`src/rtl/rectcalc_pkg.sv`:
```
// Shared constants for the polar-to-rectangular CORDIC: atan ROM,
// prescale gain, angle landmarks in Q9.10 degrees and FSM states.
package rectcalc_pkg;

    localparam int KINV    = 39797;
    localparam int ANG_90  = 92160;
    localparam int ANG_180 = 184320;

    typedef enum logic [1:0] {
        IDLE,
        PRESCALE,
        ITER,
        FINISH
    } state_t;

    // atan(2^-i) in Q9.10 degrees
    function automatic int atan_rom(input int i);
        case (i)
            0:       return 46080;
            1:       return 27203;
            2:       return 14373;
            3:       return 7296;
            4:       return 3662;
            5:       return 1833;
            6:       return 917;
            7:       return 458;
            8:       return 229;
            9:       return 115;
            10:      return 57;
            11:      return 29;
            12:      return 14;
            13:      return 7;
            14:      return 4;
            15:      return 2;
            default: return 0;
        endcase
    endfunction

endpackage

```
`src/rtl/rectcalc_pol2rec_all.sv`:
```
// Iterative CORDIC core in rotation mode: one micro-rotation per cycle,
// with its own iteration counter and x/y/z state.
module pol2rec_all
    import rectcalc_pkg::*;
#(
    parameter int ROMSIZE     = 16,
    parameter int COUNTERSIZE = 5,
    parameter int XW          = 23,
    parameter int ZW          = 20
) (
    input  logic                 clock,
    input  logic                 reset,
    input  logic                 load,
    input  logic                 run,
    input  logic signed [XW-1:0] x0,
    input  logic signed [ZW-1:0] z0,
    output logic signed [XW-1:0] xo,
    output logic signed [XW-1:0] yo,
    output logic                 last
);

    logic signed [XW-1:0]    xr;
    logic signed [XW-1:0]    yr;
    logic signed [ZW-1:0]    zr;
    logic [COUNTERSIZE-1:0]  cnt;
    logic signed [XW-1:0]    xs;
    logic signed [XW-1:0]    ys;
    logic signed [ZW-1:0]    at;

    assign xs   = xr >>> cnt;
    assign ys   = yr >>> cnt;
    assign at   = ZW'(atan_rom(int'(cnt)));
    assign last = (cnt == COUNTERSIZE'(ROMSIZE - 1));
    assign xo   = xr;
    assign yo   = yr;

    always_ff @(posedge clock) begin
        if (reset) begin
            xr  <= '0;
            yr  <= '0;
            zr  <= '0;
            cnt <= '0;
        end else if (load) begin
            xr  <= x0;
            yr  <= '0;
            zr  <= z0;
            cnt <= '0;
        end else if (run) begin
            if (!zr[ZW-1]) begin
                xr <= xr - ys;
                yr <= yr + xs;
                zr <= zr - at;
            end else begin
                xr <= xr + ys;
                yr <= yr - xs;
                zr <= zr + at;
            end
            cnt <= last ? '0 : cnt + 1'b1;
        end
    end

endmodule

```
`src/rtl/rectcalc.sv`:
```
// Polar-to-rectangular converter: quadrant fold, gain prescale, CORDIC
// iterations, then rounding/saturation behind a start/busy/done handshake.
module rectcalc
    import rectcalc_pkg::*;
#(
    parameter int ROMSIZE     = 16,
    parameter int COUNTERSIZE = 5,
    parameter int INSIZE      = 13,
    parameter int OUTSIZE     = 19
) (
    input  logic                      clock,
    input  logic                      reset,
    input  logic                      start,
    output logic                      busy,
    output logic                      done,
    input  logic [INSIZE-2:0]         mod,
    input  logic signed [OUTSIZE-1:0] angle,
    output logic signed [INSIZE-1:0]  x,
    output logic signed [INSIZE-1:0]  y
);

    localparam int XW = INSIZE + 2 + 8;
    localparam int ZW = OUTSIZE + 1;
    localparam int PW = INSIZE - 1 + 16;

    localparam logic signed [ZW-1:0]   A90  = ZW'(ANG_90);
    localparam logic signed [ZW-1:0]   A180 = ZW'(ANG_180);
    localparam logic [15:0]            KV   = 16'(KINV);
    localparam logic signed [XW-8:0]   LIM  = (XW-7)'(2**(INSIZE-1) - 1);

    state_t                    state;
    logic [INSIZE-2:0]         modr;
    logic signed [OUTSIZE-1:0] angr;
    logic                      neg;

    logic signed [ZW-1:0]      ang_e;
    logic signed [ZW-1:0]      z0;
    logic                      fold_neg;
    logic [PW-1:0]             prod;
    logic [PW-1:0]             prnd;
    logic signed [XW-1:0]      x0;
    logic signed [XW-1:0]      xc;
    logic signed [XW-1:0]      yc;
    logic                      last;
    logic                      load;
    logic                      run;

    assign ang_e = {angr[OUTSIZE-1], angr};
    assign prod  = PW'(modr) * PW'(KV);
    assign prnd  = prod + PW'(128);
    assign x0    = XW'(prnd[PW-1:8]);
    assign load  = (state == PRESCALE);
    assign run   = (state == ITER);

    // Bring the angle into the CORDIC convergence range; the half-turn
    // shift is undone by negating both outputs at the end.
    always_comb begin
        z0       = ang_e;
        fold_neg = 1'b0;
        if (ang_e > A90) begin
            z0       = ang_e - A180;
            fold_neg = 1'b1;
        end else if (ang_e < -A90) begin
            z0       = ang_e + A180;
            fold_neg = 1'b1;
        end
    end

    function automatic logic signed [INSIZE-1:0] finish_val(
        input logic signed [XW-1:0] v,
        input logic                 n
    );
        logic signed [XW-1:0] r;
        logic signed [XW-8:0] t;
        r = v + XW'(128);
        t = {r[XW-1], r[XW-1:8]};
        if (n)
            t = -t;
        if (t > LIM)
            return LIM[INSIZE-1:0];
        else if (t < -LIM)
            return (-LIM) & {(XW-7){1'b1}} ? INSIZE'(-LIM) : INSIZE'(-LIM);
        else
            return t[INSIZE-1:0];
    endfunction

    pol2rec_all #(
        .ROMSIZE     (ROMSIZE),
        .COUNTERSIZE (COUNTERSIZE),
        .XW          (XW),
        .ZW          (ZW)
    ) u_core (
        .clock (clock),
        .reset (reset),
        .load  (load),
        .run   (run),
        .x0    (x0),
        .z0    (z0),
        .xo    (xc),
        .yo    (yc),
        .last  (last)
    );

    always_ff @(posedge clock) begin
        if (reset) begin
            state <= IDLE;
            busy  <= 1'b0;
            done  <= 1'b0;
            x     <= '0;
            y     <= '0;
            modr  <= '0;
            angr  <= '0;
            neg   <= 1'b0;
        end else begin
            done <= 1'b0;
            unique case (state)
                IDLE: begin
                    if (start) begin
                        modr  <= mod;
                        angr  <= angle;
                        busy  <= 1'b1;
                        state <= PRESCALE;
                    end
                end
                PRESCALE: begin
                    neg   <= fold_neg;
                    state <= ITER;
                end
                ITER: begin
                    if (last)
                        state <= FINISH;
                end
                FINISH: begin
                    x     <= finish_val(xc, neg);
                    y     <= finish_val(yc, neg);
                    done  <= 1'b1;
                    busy  <= 1'b0;
                    state <= IDLE;
                end
            endcase
        end
    end

endmodule

```
`config.mk`:
```
export PLATFORM = sky130hd
export DESIGN_NAME = rectcalc
export DESIGN_NICKNAME = d
export VERILOG_FILES = /design/src/rtl/rectcalc_pkg.sv /design/src/rtl/rectcalc_pol2rec_all.sv /design/src/rtl/rectcalc.sv
export SDC_FILE = /design/constraint.sdc
export NUM_CORES = 1
export LEC_CHECK = 0
export CORE_AREA = 2 2 193 157
export DETAILED_ROUTE_END_ITERATION = 16
export DIE_AREA = 0 0 195 159
export GPL_ROUTABILITY_DRIVEN = 1
export GPL_TIMING_DRIVEN = 1
export PLACE_DENSITY = 0.82
export SLEW_MARGIN = 20
export SYNTH_ARGS = -nofsm -noshare
export SYNTH_HDL_FRONTEND = slang
export SYNTH_SLANG_ARGS = --single-unit
```
`constraint.sdc`:
```
create_clock -name clock -period 7.41 [get_ports clock]
set_clock_uncertainty 0.1 [all_clocks]
set_input_delay 1.1115 -clock clock [delete_from_list [all_inputs] [get_ports clock]]
set_output_delay 1.1115 -clock clock [all_outputs]
set_load 0.03 [all_outputs]
```
==> summary.md, run 1 <==
| Metric | Value |
|---|---|
| Outcome | `completed` |
| Worst Setup Start Kind | `flop` |
| I/O Pins | `62` |
| TNS Setup | `0 ps` |
| Seq/Total Area, Yosys | `16.2%` |
| Final GP Congestion | `0.986` |
| WL final | `48,600 um` |
| Area growth syn-to-layout | `6.06%` |
| Worst Hold End | `angr[7]$_SDFFE_PP0P_` |
| Ys flop type | `dfxtp_1` |
| Fin crit share | `89.7%` |
| Yosys top cell area share | `16.2%` |
| Maxcap violations | `0` |
| Post-Synthesis Cells | `2,271` |
| Initial DRC Count | `1,454` |
| Final Hold Viols | `0` |
| Slowest cell on crit path | `dfxtp_4` |
| Buf/Inv on CP | `1` |
| Area after DPL | `18,900 um^2` |
| Critical Path AT | `6930 ps` |
| DP HPWL | `36,700 um` |
| Antenna violations before repair | `0` |
| Commonest cells in the netlist | `nor2_1 (237), nand2_1 (187), a21oi_1 (178), ha_1 (167), inv_1 (167)` |
| Post-route cell area | `19,500 um^2` |
| Leading cell type by number of instances after synthesis | `nor2_1` |
| Final std cells w/o fill | `2,622` |
| Post-synth EDFFs | `0` |
| Synth cell types | `92` |
| Routed len/inst | `18.5 um` |
| PortBufs | `61` |
| Die ar. | `31,000 um^2` |
| Reg2reg end | `u_core.yo[22]$_SDFFE_PP0P_` |
| Die height | `159 um` |
| Synth area leader | `dfxtp_1` |
| R2r setup slk | `760 ps` |
| CTS Buffer Depth | `2` |
| Routed via count | `16.8k` |
| CTS buffer count | `17` |
| Dpl ws | `851 ps` |
| CP top delay family | `compound AO/OA/AOI/OAI gates` |
| Slew Limit Fails | `0` |
| Net Count, Synth | `2,546` |
| DR vias/cell | `6.42` |
| Die W | `195 um` |
| Avg Synthesized Cell Area | `8.09 um^2` |
| CP Max Fanout | `55` |
| Vias in the first global route | `16.1k` |
| Core Footprint | `29,000 um^2` |
| Global route overflow | `0` |
| Worst skew pair latency | `450 ps` |
| Nets | `2,507` |
| Slowest stage delay, CP | `820 ps` |
| Final Critical Period | `6650 ps` |
| Area of the multi-input gates | `14,000 um^2` |
| Root buffer cell | `clkbuf_16` |
| Critical Path RT | `7690 ps` |
| Slew HR | `40.3%` |
| Unrepaired setup endpoints after global routing | `false` |
| Measured slew at the worst slew-check pin | `894 ps` |
| Clk slew on worst S/H paths | `70 ps` |
| Share of cells above drive strength 1 | `6.77%` |
| Hold WC Path Type | `flop to flop` |
| Reg area | `2990 um^2` |
| R2r worst-path depth | `23` |
| GRT Total Usage | `31.5%` |
| H-tree Lvls | `4` |
| Reg2reg start | `u_core.cnt[1]$_SDFFE_PP0P_` |
| Fillcell total | `2,461` |
| DP Cell Count | `2,590` |
| First-pass GRT wire length | `80,500 um` |
| Flops & latches, synth | `149` |
| CTS tree | `yes` |
| Fin util | `67.1%` |
| Ant. Diodes | `0` |
| First-pass DRT Iterations | `5` |
| Largest cells by area after synthesis | `dfxtp_1 (16%), ha_1 (11%), fa_1 (8.1%)` |
| Max Fclk | `150 MHz` |
| HP Start | `angr[7]$_SDFFE_PP0P_` |
| CP cell instances | `mux4_2, mux2_2, o211ai_1, o31ai_1, inv_1, ha_1, o221ai_1, or3_1, nor2_1, a21oi_1, xnor2_1, ha_1, a21oi_1, nand2b_1, a2111oi_1, nor3_1, a2111oi_0, o31ai_1, a31oi_1, xnor2_1, nand2_1, xor2_1, nor2_1` |
| Cell area after synthesis | `18,400 um^2` |
| Pleak | `8.49 nW` |
| Final setup vio count | `0` |
| Power per cell area | `489 nW/um^2` |
| Cts hold-fix bufs | `0` |
| Critical path class | `flop to flop` |
| Async S/R FF share, synth | `0%` |
| Post-route setup slack | `765 ps` |
| Rows | `56` |
| Worst hold path depth | `2` |
| Initial Util | `63.3%` |
| Yosys warns | `0` |
| Crit. End Element | `flop` |
| ANT nets after route | `0` |
| # clock sinks | `149` |
| Largest net degree at the start of global routing | `70` |
| Drt drc | `0` |
| Worst vdd ir | `0.000261 V` |
metal layers:
metal	GRT usage (%)	up-vias	part of all wire [%]
met5	0	-	0
met4	8.99	0	2.2
met3	6.44	113	9.4
met2	50.1	715	45
met1	43.4	7985	44
li1	-	8009	-
cells in the final DEF (no fill, tap or decap), types with 7 or more instances in the layout:
cell type / synthesis / final
o21a_1: 14 / 14
o21ai_0: 97 / 97
and4_1: 10 / 10
nand2b_1: 22 / 22
ha_1: 167 / 165
nor4_1: 10 / 10
nand2_1: 187 / 186
inv_1: 167 / 167
nor2b_1: 13 / 13
buf_4: 4 / 24
o21bai_1: 12 / 12
and2_1: 16 / 16
nand3_1: 40 / 40
o22ai_1: 16 / 16
nor2_1: 237 / 236
and3_1: 25 / 25
a21o_1: 32 / 32
clkbuf_16: 0 / 17
or3_1: 15 / 15
a311oi_1: 11 / 11
mux4_2: 43 / 43
dfxtp_1: 149 / 145
or2_2: 16 / 16
o31ai_1: 12 / 12
nand4_1: 9 / 9
mux2_2: 11 / 11
a211oi_1: 50 / 50
xor2_1: 67 / 67
inv_6: 0 / 7
a31oi_1: 33 / 33
nor3_1: 74 / 74
a211o_1: 8 / 8
mux2i_1: 60 / 60
o211ai_1: 19 / 19
a21oi_1: 178 / 178
mux4_1: 9 / 9
fa_1: 74 / 74
clkdlybuf4s50_1: 0 / 60
xnor2_1: 107 / 107
power breakdown:
group | internal (mW) | switching (mW)
sequential | 0.997 | 0.378
combinational | 3.11 | 4.17
clock | 0.450 | 0.420
area by class of cell:
| class | instances | share of cell area, % |
|---|---|---|
| Multi-Input combinational cell | 1808 | 71.9 |
| Clock inverter | 14 | 0.752 |
| Clock buffer | 18 | 2.20 |
| Timing Repair Buffer | 85 | 4.03 |
| Tap cell | 377 | 2.42 |
| Inverter | 171 | 3.30 |
| Sequential cell | 149 | 15.4 |
worst max path at each step:
stage,startpoint,to,slack (ps),depth (start not counted)
finish,u_core.cnt[1]$_SDFFE_PP0P_,u_core.yo[22]$_SDFFE_PP0P_,760,23
global route,u_core.cnt[1]$_SDFFE_PP0P_,u_core.yo[22]$_SDFFE_PP0P_,120,23
CTS,u_core.cnt[1]$_SDFFE_PP0P_,u_core.yo[22]$_SDFFE_PP0P_,790,23
detailed placement,u_core.cnt[0]$_SDFFE_PP0P_,u_core.yo[22]$_SDFFE_PP0P_,850,22
global placement,u_core.cnt[0]$_SDFFE_PP0P_,u_core.yo[22]$_SDFFE_PP0P_,1060,19
floorplan,modr[1]$_SDFFE_PP0P_,u_core.xo[14]$_SDFFE_PP0P_,1880,21
worst reg2reg max path, delay by kind of cell, from the launching register on:
family                   cells  cell delay [ps]
AO/OA/AOI/OAI                9             2660
XOR/XNOR                     3              460
adder cells (fa/ha/maj)      2              430
buffers and inverters        1              100
flip-flops                   1              820
multiplexers                 2              930
AND/OR/NAND/NOR              6             1090
metrics by stage:
stage | power (mW) | hold slack [ps]
after CTS | 9.46 | 376
after global routing | 10.5 | 401
final | 9.52 | 374
after global placement | 8.28 | 362
after floorplan | 7.02 | 349
after detailed placement | 8.53 | 365
cell families (layout without fill, tap and decap cells):
| kind of cell | after synthesis | count (layout) | synth area share, % |
|---|---|---|---|
| fa+ha+maj | 241 | 241 | 19.4 |
| xor+xnor | 174 | 174 | 8.30 |
| buf+inv | 314 | 288 | 7.53 |
| compound gates | 560 | 560 | 19.7 |
| flops | 149 | 149 | 16.2 |
| simple gates | 709 | 709 | 18.2 |
| mux | 124 | 124 | 10.6 |
timing repair:
| item | 4_1_cts | 5_1_grt |
|---|---|---|
| buffers inserted | 0 | 0 |
| endpoints found under the setup margin | 0 | 1 |
| resized for setup | 0 | 1 |
No activity file was read; power rests on OpenSTA's default activity.
==> run 2: changes to the inputs <==
--- a/config.mk
+++ b/config.mk
@@ -10,6 +10,7 @@
 export DIE_AREA = 0 0 195 159
 export GPL_ROUTABILITY_DRIVEN = 1
 export GPL_TIMING_DRIVEN = 1
+export HOLD_SLACK_MARGIN = 0.06
 export PLACE_DENSITY = 0.82
 export SLEW_MARGIN = 20
 export SYNTH_ARGS = -nofsm -noshare
==> results of run 2 <==
No change in the layout: final DEF, timing and power equal those of run 1.
==> run 3: changes to the inputs <==
--- a/config.mk
+++ b/config.mk
@@ -5,9 +5,9 @@
 export SDC_FILE = /design/constraint.sdc
 export NUM_CORES = 1
 export LEC_CHECK = 0
-export CORE_AREA = 2 2 193 157
+export CORE_AREA = 2 2 182 166
 export DETAILED_ROUTE_END_ITERATION = 16
-export DIE_AREA = 0 0 195 159
+export DIE_AREA = 0 0 184 168
 export GPL_ROUTABILITY_DRIVEN = 1
 export GPL_TIMING_DRIVEN = 1
 export HOLD_SLACK_MARGIN = 0.06
==> summary.md, run 3 (synthesis results as in run 1) <==
| Metric | Value |
|---|---|
| DP Cell Count | `2,586 (was 2,590)` |
| Routed via count | `16.9k (was 16.8k)` |
| Share of cells above drive strength 1 | `6.90% (was 6.77%)` |
| Die ar. | `30,900 um^2 (was 31,000 um^2)` |
| Maxcap violations | `0 (unchanged)` |
| R2r worst-path depth | `23 (unchanged)` |
| Rows | `60 (was 56)` |
| H-tree Lvls | `4 (unchanged)` |
| Largest net degree at the start of global routing | `70 (unchanged)` |
| CTS Buffer Depth | `2 (unchanged)` |
| Internal | `4.61 mW (was 4.56 mW)` |
| Drt drc | `0 (unchanged)` |
| Slew HR | `33.6% (was 40.3%)` |
| Unrepaired setup endpoints after global routing | `false (unchanged)` |
| Fin util | `66.7% (was 67.1%)` |
| Power per cell area | `489 nW/um^2 (about the same)` |
| Slew Limit Fails | `0 (unchanged)` |
| Initial DRC Count | `1,451 (was 1,454)` |
| WL final | `47,900 um (was 48,600 um)` |
| Hold WC Path Type | `flop to flop (unchanged)` |
| # clock sinks | `149 (unchanged)` |
| Outcome | `completed (unchanged)` |
| TNS Setup | `0 ps (unchanged)` |
| Combinational power share | `76.2% (was 76.4%)` |
| Seq pwr share | `14.4% (about the same)` |
| Final std cells w/o fill | `2,619 (was 2,622)` |
| PortBufs | `61 (unchanged)` |
| Ant. Diodes | `0 (unchanged)` |
| Final setup vio count | `0 (unchanged)` |
| DP HPWL | `36,000 um (was 36,700 um)` |
| Worst hold path depth | `2 (unchanged)` |
| Core Footprint | `29,300 um^2 (was 29,000 um^2)` |
| Clk slew on worst S/H paths | `70 ps (about the same)` |
| Initial Util | `62.7% (was 63.3%)` |
| Worst Setup Start Kind | `flop (unchanged)` |
| Commonest non-fill, non-tap cell in the layout | `nor2_1 (unchanged)` |
| Routed len/inst | `18.3 um (was 18.5 um)` |
| Final GP Congestion | `0.993 (was 0.986)` |
| I/O Pins | `62 (unchanged)` |
| Final Hold Viols | `0 (unchanged)` |
| Crit. End Element | `flop (unchanged)` |
| CTS buffer count | `17 (unchanged)` |
| Nets | `2,509 (was 2,507)` |
| First-pass DRT Iterations | `6 (was 5)` |
| Critical Path RT | `7700 ps (was 7690 ps)` |
| Fin crit share | `88.3% (was 89.7%)` |
| Measured slew at the worst slew-check pin | `970 ps (was 894 ps)` |
| Most frequent cells in the layout | `nor2_1 (236), nand2_1 (186), a21oi_1 (178) (unchanged)` |
| Die W | `184 um (was 195 um)` |
| Max Fclk | `153 MHz (was 150 MHz)` |
| Vias in the first global route | `16.4k (was 16.1k)` |
| GRT Total Usage | `31.7% (was 31.5%)` |
| Antenna violations before repair | `0 (unchanged)` |
| Sw Share | `51.7% (was 52.1%)` |
| Worst vdd ir | `0.000248 V (was 0.000261 V)` |
| First-pass GRT wire length | `79,800 um (was 80,500 um)` |
| CP Max Fanout | `36 (was 55)` |
| Total Power | `9.54 mW (was 9.52 mW)` |
| Critical Path AT | `6830 ps (was 6930 ps)` |
| DR vias/cell | `6.43 (was 6.42)` |
| CTS tree | `yes (unchanged)` |
| Area growth syn-to-layout | `6.30% (was 6.06%)` |
| Global route overflow | `0 (unchanged)` |
| Final Critical Period | `6540 ps (was 6650 ps)` |
| ANT nets after route | `0 (unchanged)` |
| Pleak | `8.51 nW (was 8.49 nW)` |
| Clock power share | `9.4% (was 9.1%)` |
| Critical path class | `flop to flop (unchanged)` |
| Root buffer cell | `clkbuf_16 (unchanged)` |
| Switching pwr | `4.94 mW (was 4.96 mW)` |
| Worst skew pair latency | `450 ps (about the same)` |
| Die height | `168 um (was 159 um)` |
| Cts hold-fix bufs | `0 (unchanged)` |
run 3: critical path, cell delays in order, from the launching register on:
cell,delay [ps]
dfxtp_4,730
mux4_1,670
mux2_2,280
o211ai_1,150
o21ai_1,180
inv_1,100
ha_1,180
o221ai_1,130
or3_1,360
nor2_1,240
a21oi_1,130
xnor2_1,150
ha_1,230
a21oi_1,270
nand2b_1,100
a2111oi_0,700
nor3_1,170
a2111oi_0,650
o31ai_1,230
a31oi_1,230
xnor2_1,140
nand2_1,80
xor2_1,160
nor2_1,110
run 3: layout make-up:
class                           instances  area [um^2]
Clock buffer                           18          439
Multi-Input combinational cell       1808        14000
Clock inverter                         14          163
Sequential cell                       149         2990
Timing Repair Buffer                   87          813
Fill cell                            2430         9760
Tap cell                              372          465
Inverter                              171          642
run 3: per-stage QoR:
step | area, um^2 | hold slack, ps | setup slack, ps
after floorplan | 18400 | 349 | 1880
after global placement | 18900 | 362 | 930
after detailed placement | 18900 | 366 | 789
after CTS | 19500 | 378 | 743
after global routing | 19500 | 404 | 245
final | 19500 | 379 | 870
run 3: path summary, 6_finish.rpt:
path	startpoint	endpoint	slack (ps)
min reg2reg	y[12]$_SDFFE_PP0P_	y[12]$_SDFFE_PP0P_	380
max reg2reg	u_core.cnt[0]$_SDFFE_PP0P_	u_core.yo[22]$_SDFFE_PP0P_	870
max	u_core.cnt[0]$_SDFFE_PP0P_	u_core.yo[22]$_SDFFE_PP0P_	870
min	y[12]$_SDFFE_PP0P_	y[12]$_SDFFE_PP0P_	380
run 3: what timing repair did:
item | CTS | global route
setup endpoints to repair | 0 | 1
buffers inserted | 0 | 1
resized for setup | 0 | 0
run 3: per-layer routing:
metal / part of all wire, % / global-route usage [%] / vias up / wire, um
li1: - / - / 8008 / -
met3: 8.6 / 6.86 / 123 / 4110
met4: 2.4 / 10.1 / 0 / 1170
met2: 46 / 51.8 / 718 / 22100
met1: 43 / 41.8 / 8004 / 20600
met5: 0 / 0 / - / 0
run 3: power by group through the flow:
stage	Sequential (mW)	Clock (mW)	Combinational [mW]
6_report	1.38	0.900	7.27
4_1_cts	1.38	0.910	7.17
3_5_place_dp	1.39	0	7.10
5_1_grt	1.40	0.943	8.14
2_1_floorplan	1.21	0	5.81
3_3_place_gp	1.38	0	6.87
